===== src/rtl/sm_dispatch.sv =====
// Feeder for the state_machine compute core: buffers signed samples in a FIFO,
// runs one start/done transaction per sample and returns results on a valid/ready port.
module sm_dispatch #(
    parameter int DEPTH   = 4,
    parameter int TIMEOUT = 64
) (
    input  logic               clk,
    input  logic               rst_n,
    input  logic               in_valid,
    output logic               in_ready,
    input  logic signed [15:0] in_data,
    output logic               sm_start,
    output logic signed [15:0] sm_x,
    input  logic               sm_done,
    input  logic signed [31:0] sm_y,
    output logic               out_valid,
    input  logic               out_ready,
    output logic signed [31:0] out_data,
    output logic [15:0]        done_count,
    output logic               timeout_err,
    input  logic               clr_err
);

    localparam int AW = $clog2(DEPTH);
    localparam int TW = $clog2(TIMEOUT);
    localparam logic [TW-1:0] TMAX = TW'(TIMEOUT - 1);

    typedef enum logic [1:0] {
        S_IDLE  = 2'd0,
        S_ISSUE = 2'd1,
        S_WAIT  = 2'd2
    } state_t;

    state_t             r_state;
    state_t             w_state_nxt;
    logic signed [15:0] r_mem [DEPTH];
    logic [AW:0]        r_wr_ptr;
    logic [AW:0]        r_rd_ptr;
    logic               r_done_q;
    logic [TW-1:0]      r_timer;
    logic               r_sm_start;
    logic signed [15:0] r_sm_x;
    logic               r_out_valid;
    logic signed [31:0] r_out_data;
    logic [15:0]        r_done_count;
    logic               r_timeout_err;

    logic w_empty;
    logic w_full;
    logic w_push;
    logic w_pop;
    logic w_rise;
    logic w_capture;
    logic w_timeout;

    // Pointers carry one extra wrap bit so full and empty are distinguishable.
    assign w_empty = (r_wr_ptr == r_rd_ptr);
    assign w_full  = (r_wr_ptr[AW] != r_rd_ptr[AW]) &&
                     (r_wr_ptr[AW-1:0] == r_rd_ptr[AW-1:0]);
    assign w_push  = in_valid && !w_full;
    assign w_rise  = sm_done && !r_done_q;

    assign in_ready    = !w_full;
    assign sm_start    = r_sm_start;
    assign sm_x        = r_sm_x;
    assign out_valid   = r_out_valid;
    assign out_data    = r_out_data;
    assign done_count  = r_done_count;
    assign timeout_err = r_timeout_err;

    always_comb begin
        w_state_nxt = r_state;
        w_pop       = 1'b0;
        w_capture   = 1'b0;
        w_timeout   = 1'b0;
        case (r_state)
            S_IDLE: begin
                // Holding off while a result is pending keeps it from being overwritten.
                if (!w_empty && !r_out_valid) begin
                    w_pop       = 1'b1;
                    w_state_nxt = S_ISSUE;
                end
            end
            S_ISSUE: w_state_nxt = S_WAIT;
            S_WAIT: begin
                if (w_rise) begin
                    w_capture   = 1'b1;
                    w_state_nxt = S_IDLE;
                end else if (r_timer == TMAX) begin
                    w_timeout   = 1'b1;
                    w_state_nxt = S_IDLE;
                end
            end
            default: w_state_nxt = S_IDLE;
        endcase
    end

    always_ff @(posedge clk or negedge rst_n) begin
        if (!rst_n) begin
            r_state <= S_IDLE;
        end else begin
            r_state <= w_state_nxt;
        end
    end

    always_ff @(posedge clk) begin
        if (w_push) begin
            r_mem[r_wr_ptr[AW-1:0]] <= in_data;
        end
    end

    always_ff @(posedge clk or negedge rst_n) begin
        if (!rst_n) begin
            r_wr_ptr      <= '0;
            r_rd_ptr      <= '0;
            r_done_q      <= 1'b0;
            r_timer       <= '0;
            r_sm_start    <= 1'b0;
            r_sm_x        <= '0;
            r_out_valid   <= 1'b0;
            r_out_data    <= '0;
            r_done_count  <= '0;
            r_timeout_err <= 1'b0;
        end else begin
            r_done_q   <= sm_done;
            r_sm_start <= w_pop;
            if (w_push) begin
                r_wr_ptr <= r_wr_ptr + (AW+1)'(1);
            end
            if (w_pop) begin
                r_rd_ptr <= r_rd_ptr + (AW+1)'(1);
                r_sm_x   <= r_mem[r_rd_ptr[AW-1:0]];
            end
            if (r_state == S_ISSUE) begin
                r_timer <= '0;
            end else if (r_state == S_WAIT) begin
                r_timer <= r_timer + TW'(1);
            end
            if (w_capture) begin
                r_out_valid  <= 1'b1;
                r_out_data   <= sm_y;
                r_done_count <= r_done_count + 16'd1;
            end else if (r_out_valid && out_ready) begin
                r_out_valid <= 1'b0;
            end
            // A timeout in the same cycle as clr_err leaves the flag set.
            if (w_timeout) begin
                r_timeout_err <= 1'b1;
            end else if (clr_err) begin
                r_timeout_err <= 1'b0;
            end
        end
    end

endmodule


===== config.mk =====
export PLATFORM = sky130hd
export DESIGN_NAME = sm_dispatch
export DESIGN_NICKNAME = d
export VERILOG_FILES = /design/src/rtl/sm_dispatch.sv
export SDC_FILE = /design/constraint.sdc
export NUM_CORES = 1
export LEC_CHECK = 0
export ABC_AREA = 1
export BUFFER_PORTS_ARGS = -buffer_cell sky130_fd_sc_hd__buf_2
export CAP_MARGIN = 25
export CORE_UTILIZATION = 59
export CTS_CLUSTER_SIZE = 30
export DETAILED_ROUTE_END_ITERATION = 8
export GPL_TIMING_DRIVEN = 0
export PLACE_DENSITY_LB_ADDON = 0.12
export SLEW_MARGIN = 20
export SYNTH_ARGS = -nofsm -noshare
export SYNTH_HDL_FRONTEND = slang
export SYNTH_SLANG_ARGS = --single-unit

===== constraint.sdc =====
create_clock -name clk -period 4.42 [get_ports clk]
set_input_delay 0.884 -clock clk [delete_from_list [all_inputs] [get_ports clk]]
set_output_delay 0.884 -clock clk [all_outputs]
set_load 0.03 [all_outputs]

# After elaboration in Yosys (flattened, before gate mapping)
# Memories as Yosys holds them, arrays and structs flattened. A register that Yosys moved wholly into a read port is not among the register bits.
# Index checks and enable logic that the tools add are counted.
[word_totals]
mem_count = 1
inputBits = 54
wordCells = 57
ff_bits = 66
out_inout_bits = 68
ramBits = 64
[classes]
n_mux = 19
addsub = 4
eq_ne = 8
n_reduce_logical = 15
[memory_table]
columns = ["memory", "words", "word_bits", "rd", "rd_ports_with_merged_regs", "write_ports", "line", "source"]
rows = [
  ["r_mem", 4, 16, 1, 1, 1, "36", "logic signed [15:0] r_mem [DEPTH];"],
]
[ops]
columns = ["cell", "n"]
rows = [
  ["$add 16x1->16 const B", 1],
  ["$mux 1", 13],
  ["$mux 6", 2],
  ["$add 3x1->3 const B", 2],
  ["$add 6x1->6 const B", 1],
  ["$eq 6x6->1 const B", 1],
  ["$mux 2", 3],
  ["$pmux 2 s3", 1],
  ["$reduce_bool 2->1", 3],
  ["$logic_and 1x1->1", 5],
  ["$logic_not 1->1", 5],
  ["$eq 3x3->1", 1],
  ["$ne 3x3->1 const B", 1],
  ["$eq 2x1->1 const B", 1],
  ["$eq 2x2->1", 1],
  ["$eq 2x2->1 const B", 1],
  ["$logic_not 2->1", 1],
  ["$ne 2x2->1 const B", 1],
  ["$reduce_and 2->1", 1],
  ["$ne 1x1->1", 1],
]

# Depth between registers and ports, before layout
[depth]
ltp_word = 6
mapped_depth = 9
mapped_depth_nobuf = 9

# Worst setup path before layout
# OpenSTA, ideal clock, no wires.
[synth_timing]
path_type = "reg-to-reg"
from = "register r_rd_ptr[0]"
to = "memory r_mem[0][0], enable pin"
n_path_buf = 1
setup_ns = 0.389
slack_ns = 2.171
required_time_ns = 4.031
arrival_ns = 1.860
synth_period_minus_slack_ns = 2.249
path_stages_with_launch = 6
cell_sequence = "dfrtp_1 -> buf_2 -> xnor2_1 -> nand3b_1 -> nand2_2 -> nor2_1"
[synth_between]
elab_chain_len = 6
[synth_rtl]
columns = ["element", "line", "source"]
rows = [
  ["start: declaration", "38", "logic [AW:0] r_rd_ptr;"],
  ["start signal: assignment", "131", "r_rd_ptr <= r_rd_ptr + (AW+1)'(1);"],
  ["$eq 2x2->1", "59", "(r_wr_ptr[AW-1:0] == r_rd_ptr[AW-1:0]);"],
  ["$logic_and 1x1->1", "58", "assign w_full = (r_wr_ptr[AW] != r_rd_ptr[AW]) &&"],
  ["$logic_not 1->1", "--", ""],
  ["via in_ready", "10", "output logic in_ready,"],
  ["$logic_and 1x1->1", "60", "assign w_push = in_valid && !w_full;"],
  ["$mux 1", "107", "if (w_push) begin"],
  ["$mux 1 (not written as such)", "108", "r_mem[r_wr_ptr[AW-1:0]] <= in_data;"],
  ["end: declaration", "36", ""],
]
# The timed path passes the listed nets, and every way through them passes these cells.

# Worst setup path after layout
[layout_timing]
from = "register r_rd_ptr[1]"
to = "output port in_ready"
[layout_between]
elab_chain_len = 3
[layout_rtl]
columns = ["element", "line", "source"]
rows = [
  ["$eq 2x2->1", "59", ""],
  ["$logic_and 1x1->1", "58", ""],
  ["$logic_not 1->1", "63", "assign in_ready = !w_full;"],
  ["end: declaration", "10", ""],
]
# Every way passes these cells.

==> results list <==
- The count of nets left with antenna violations once routing finished came out at 0.
* Cts bufs inserted: 17
* Number of buffers inserted to repair setup after CTS: 0
- Final-report hold violation count: 0
* Combined global-route utilization of all metal layers: 0.255
* Number of different library cells in the post-synthesis netlist: 30
* Highest Clock Rate: approximately 380 MHz
* CTS Root Buffer Type: clkbuf_8
* Gate count of the mapped netlist: between 500 and 600
- Violation count after the first detailed-routing iteration: between 150 and 200
- Before antenna repair, the detailed router went through 5 iterations.
* Average via count per standard cell: ~5.0
- Layout cell share with drive strength beyond 1: 0.247
- Sum of internal, switching and leakage power: around 0.0055 W
- Worst-case register-to-register setup slack: 2.08 ns
- Unrepaired setup endpoints after global routing: no
- Total number of placement rows: 36
- TritonCTS built the clock tree.
- Synthesis inferred around 150 register bits.
- Routed wire length: 12400 um
* Arrival time at the worst endpoint: between 1.5 and 2 ns
- Input and output buffers added on the ports amount to 121.
- For the worst setup path, the data required time is around 3.5 ns.
- In this run the static leakage power is ~3.5 nW.
- Clock-pin slew was measured on the worst setup and hold paths at roughly 0.06 ns.
- Fin crit share: 0.598
- Layout overhead on the synthesized area: 24.1%
- GP Congestion: ~0.8
- Y dimension of the die: ~100 um
* Final critical-path required period: 2.64 ns
- Cts-stage hold buffer count: 0
- Via count of the first global-routing pass: between 4000 and 5000
* Antenna cell count: 0
- By startpoint and endpoint, the worst setup path is classified as reg2out.
- Non-filler cells, final: 853
* Pin count of the biggest net entering global routing: 52
* Number of top-level design ports: 122
* Critical path's top delay family: flip-flops
- Once placement completed, the tool counted placed cells totaling just over 800.
- In this run the cell area measured after placement is between 6000 and 7000 sq um.
- First-pass GRT wire length: ~20000 um
- By instance count, the cell type seen most on the critical path is nand2_2.
- For this run the aggregate overflow at the end of global routing stands at 0.
- Kind of capture point of the worst setup path: primary output
* VDD IR-drop max: 0.000401 V
- The die is between 100 and 150 um wide.
- The initial antenna violation count came to 0.
* Slew HR: 0.337
* Initial core utilization: 0.608
- Fillcell total: about 700
* Final Net Count: slightly below 800
- Mean Syn Cell Area: 10.5 sq um
- No sink is reached through more buffers than the 2 on the longest clock path.
* Core Util, Final: 0.755
* Sequential element share of the synthesized area: 0.672
- Max capacitance violation total: 0
- The flow ran to the end, and the final reports show no timing, DRC or antenna violations.
- Buf/Inv on CP: 2
- Wire per inst: approximately 15 um
- Setup violations remaining at the end of the flow were counted as 0.
- Number of vias in the routed layout: between 4000 and 5000
- When the netlist entered floorplanning its net count stood at roughly 630.
* Critical Path Source Type: flip-flop
- Crit path max fanout: 10
* Post-CTS sizing: 0
* H-tree level count: 4
* Power density relative to cell area: about 740 nW/um^2
- Drt drc: 0
- Source-to-sink clock delay at the later pin of the worst-skew pair: roughly 0.52 ns
- Worst-margin pin slew: slightly below 1 ns
- The Yosys step of the flow raised 0 warnings.
- Slowest Stage Delay on Critical Path: between 0.5 and 0.6 ns
- Synthesized area: between 5000 and 6000 sq um
* Die ar.: 10400 sq um
- On the critical path, the stage with the largest delay is an instance of dfrtp_1.
- Hold Crit Class: in2async
- Post-DP HPWL: around 8400 um
- Final count of pins violating max slew: 0
* CTS sink cnt: 146
- Chain of cells forming the critical path: inv_2 > nand2_2 > nand2_2 > nand3b_1 > buf_2
- On the final layout, the worst clock skew is between 0.008 and 0.009 ns.
- The finished cells cover 7340 sq um.
* Total Neg Setup Slack: 0 ns
- The core region is roughly 9700 sq um.
cells by family (layout without fill, tap and decap cells):
logic type / count (synthesis) / count (layout) / synth area share
and+or+nand+nor: 274 / 274 / 0.183
DFF: 146 / 146 / 0.672
AOI/OAI and AO/OA: 62 / 62 / 0.0565
buffers and inverters: 53 / 209 / 0.0391
xor gates and xnor gates: 17 / 17 / 0.0252
adders and majority gates: 11 / 11 / 0.0233
muxes: 1 / 1 / 0.00169
routing by layer:
layer | wire length [um] | share of wire | vias to the layer above | GRT usage
li1 | - | - | 2129 | -
met1 | 5250 | 0.42 | 2001 | 0.309
met2 | 6190 | 0.50 | 153 | 0.425
met3 | 761 | 0.061 | 22 | 0.0759
met4 | 221 | 0.018 | 0 | 0.112
met5 | 0 | 0 | - | 0
worst paths after layout:
kind / start / end / cells after the start
worst max-delay path: r_rd_ptr[1] / in_ready / 5
worst min-delay path: rst_n / r_timer[4] / 1
worst max register to register: r_rd_ptr[1] / r_mem[3][3] / 6
worst min register to register: sm_x[3] / sm_x[3] / 2
max in group asynchronous: rst_n / done_count[14] / 2
min in group clk: sm_x[3] / sm_x[3] / 2
cells in the mapped netlist:
cell,number,area share
nand2_1,202,0.13
dfrtp_1,82,0.35
edfxtp_1,64,0.32
nor2_1,50,0.032
o21ai_0,39,0.033
inv_1,30,0.019
o22ai_1,17,0.018
clkbuf_1,11,0.0070
ha_1,11,0.023
xor2_1,9,0.013
xnor2_1,8,0.012
nand3_1,7,0.0059
buf_2,5,0.0042
a21oi_1,4,0.0034
nand2_2,3,0.0032
nor3_1,3,0.0025
buf_4,2,0.0025
inv_2,2,0.0013
nand3_2,2,0.0034
nand4_1,2,0.0021
nor2_2,2,0.0021
a211oi_1,1,0.0013
buf_6,1,0.0019
buf_8,1,0.0025
clkinv_1,1,0.00063
mux2i_1,1,0.0017
nand3b_1,1,0.0013
nor3b_1,1,0.0013
o21ai_1,1,0.00085
or2_2,1,0.0011
cell type report:
type                    instances  area (sq um)  area share
plain buffers                  20           108      0.0147
clock buffers                  22           488      0.0665
clock inverters                10          97.6      0.0133
inverters                      33           124      0.0169
multi-input cells             365          1720       0.234
flip-flops and latches        146          3970       0.541
well taps                     133           166      0.0227
repair buffers                124           666      0.0907
sequential cells by signal, summed over array words and instances (netlist names):
register,count
r_mem,64
out_data,32
done_count,16
sm_x,16
r_timer,6
r_rd_ptr,3
r_wr_ptr,3
r_state,2
out_valid,1
r_done_q,1
sm_start,1
timeout_err,1
where the power goes:
part,switching (W),total [W],internal [W]
Clock,0.000540,0.00137,0.000834
Combinational,0.00140,0.00202,0.000624
Sequential,0.000212,0.00206,0.00185
cells in the final DEF (no fill, tap or decap), types with 3 or more instances in the layout:
cell type | Yosys | layout
nand3_1 | 7 | 7
clkbuf_1 | 11 | 11
o21ai_0 | 39 | 39
ha_1 | 11 | 11
nand2_2 | 3 | 3
clkbuf_8 | 0 | 4
clkbuf_16 | 0 | 17
nor3_1 | 3 | 3
buf_8 | 1 | 3
xor2_1 | 9 | 9
xnor2_1 | 8 | 8
nor2_1 | 50 | 47
buf_4 | 2 | 3
nand2_1 | 202 | 202
buf_2 | 5 | 125
edfxtp_1 | 64 | 64
a21oi_1 | 4 | 4
nor2_2 | 2 | 5
inv_1 | 30 | 30
o22ai_1 | 17 | 17
dfrtp_1 | 82 | 82
clkinvlp_4 | 0 | 3
per-stage QoR:
| step | setup slack [ns] | hold slack, ns |
|---|---|---|
| after floorplan | 2.17 | 0.467 |
| after global placement | 1.72 | 0.456 |
| after detailed placement | 2.09 | 0.461 |
| after CTS | 1.76 | 0.299 |
| after global routing | 1.69 | 0.316 |
| final | 1.78 | 0.296 |
Power figures use the tool's default switching activity.
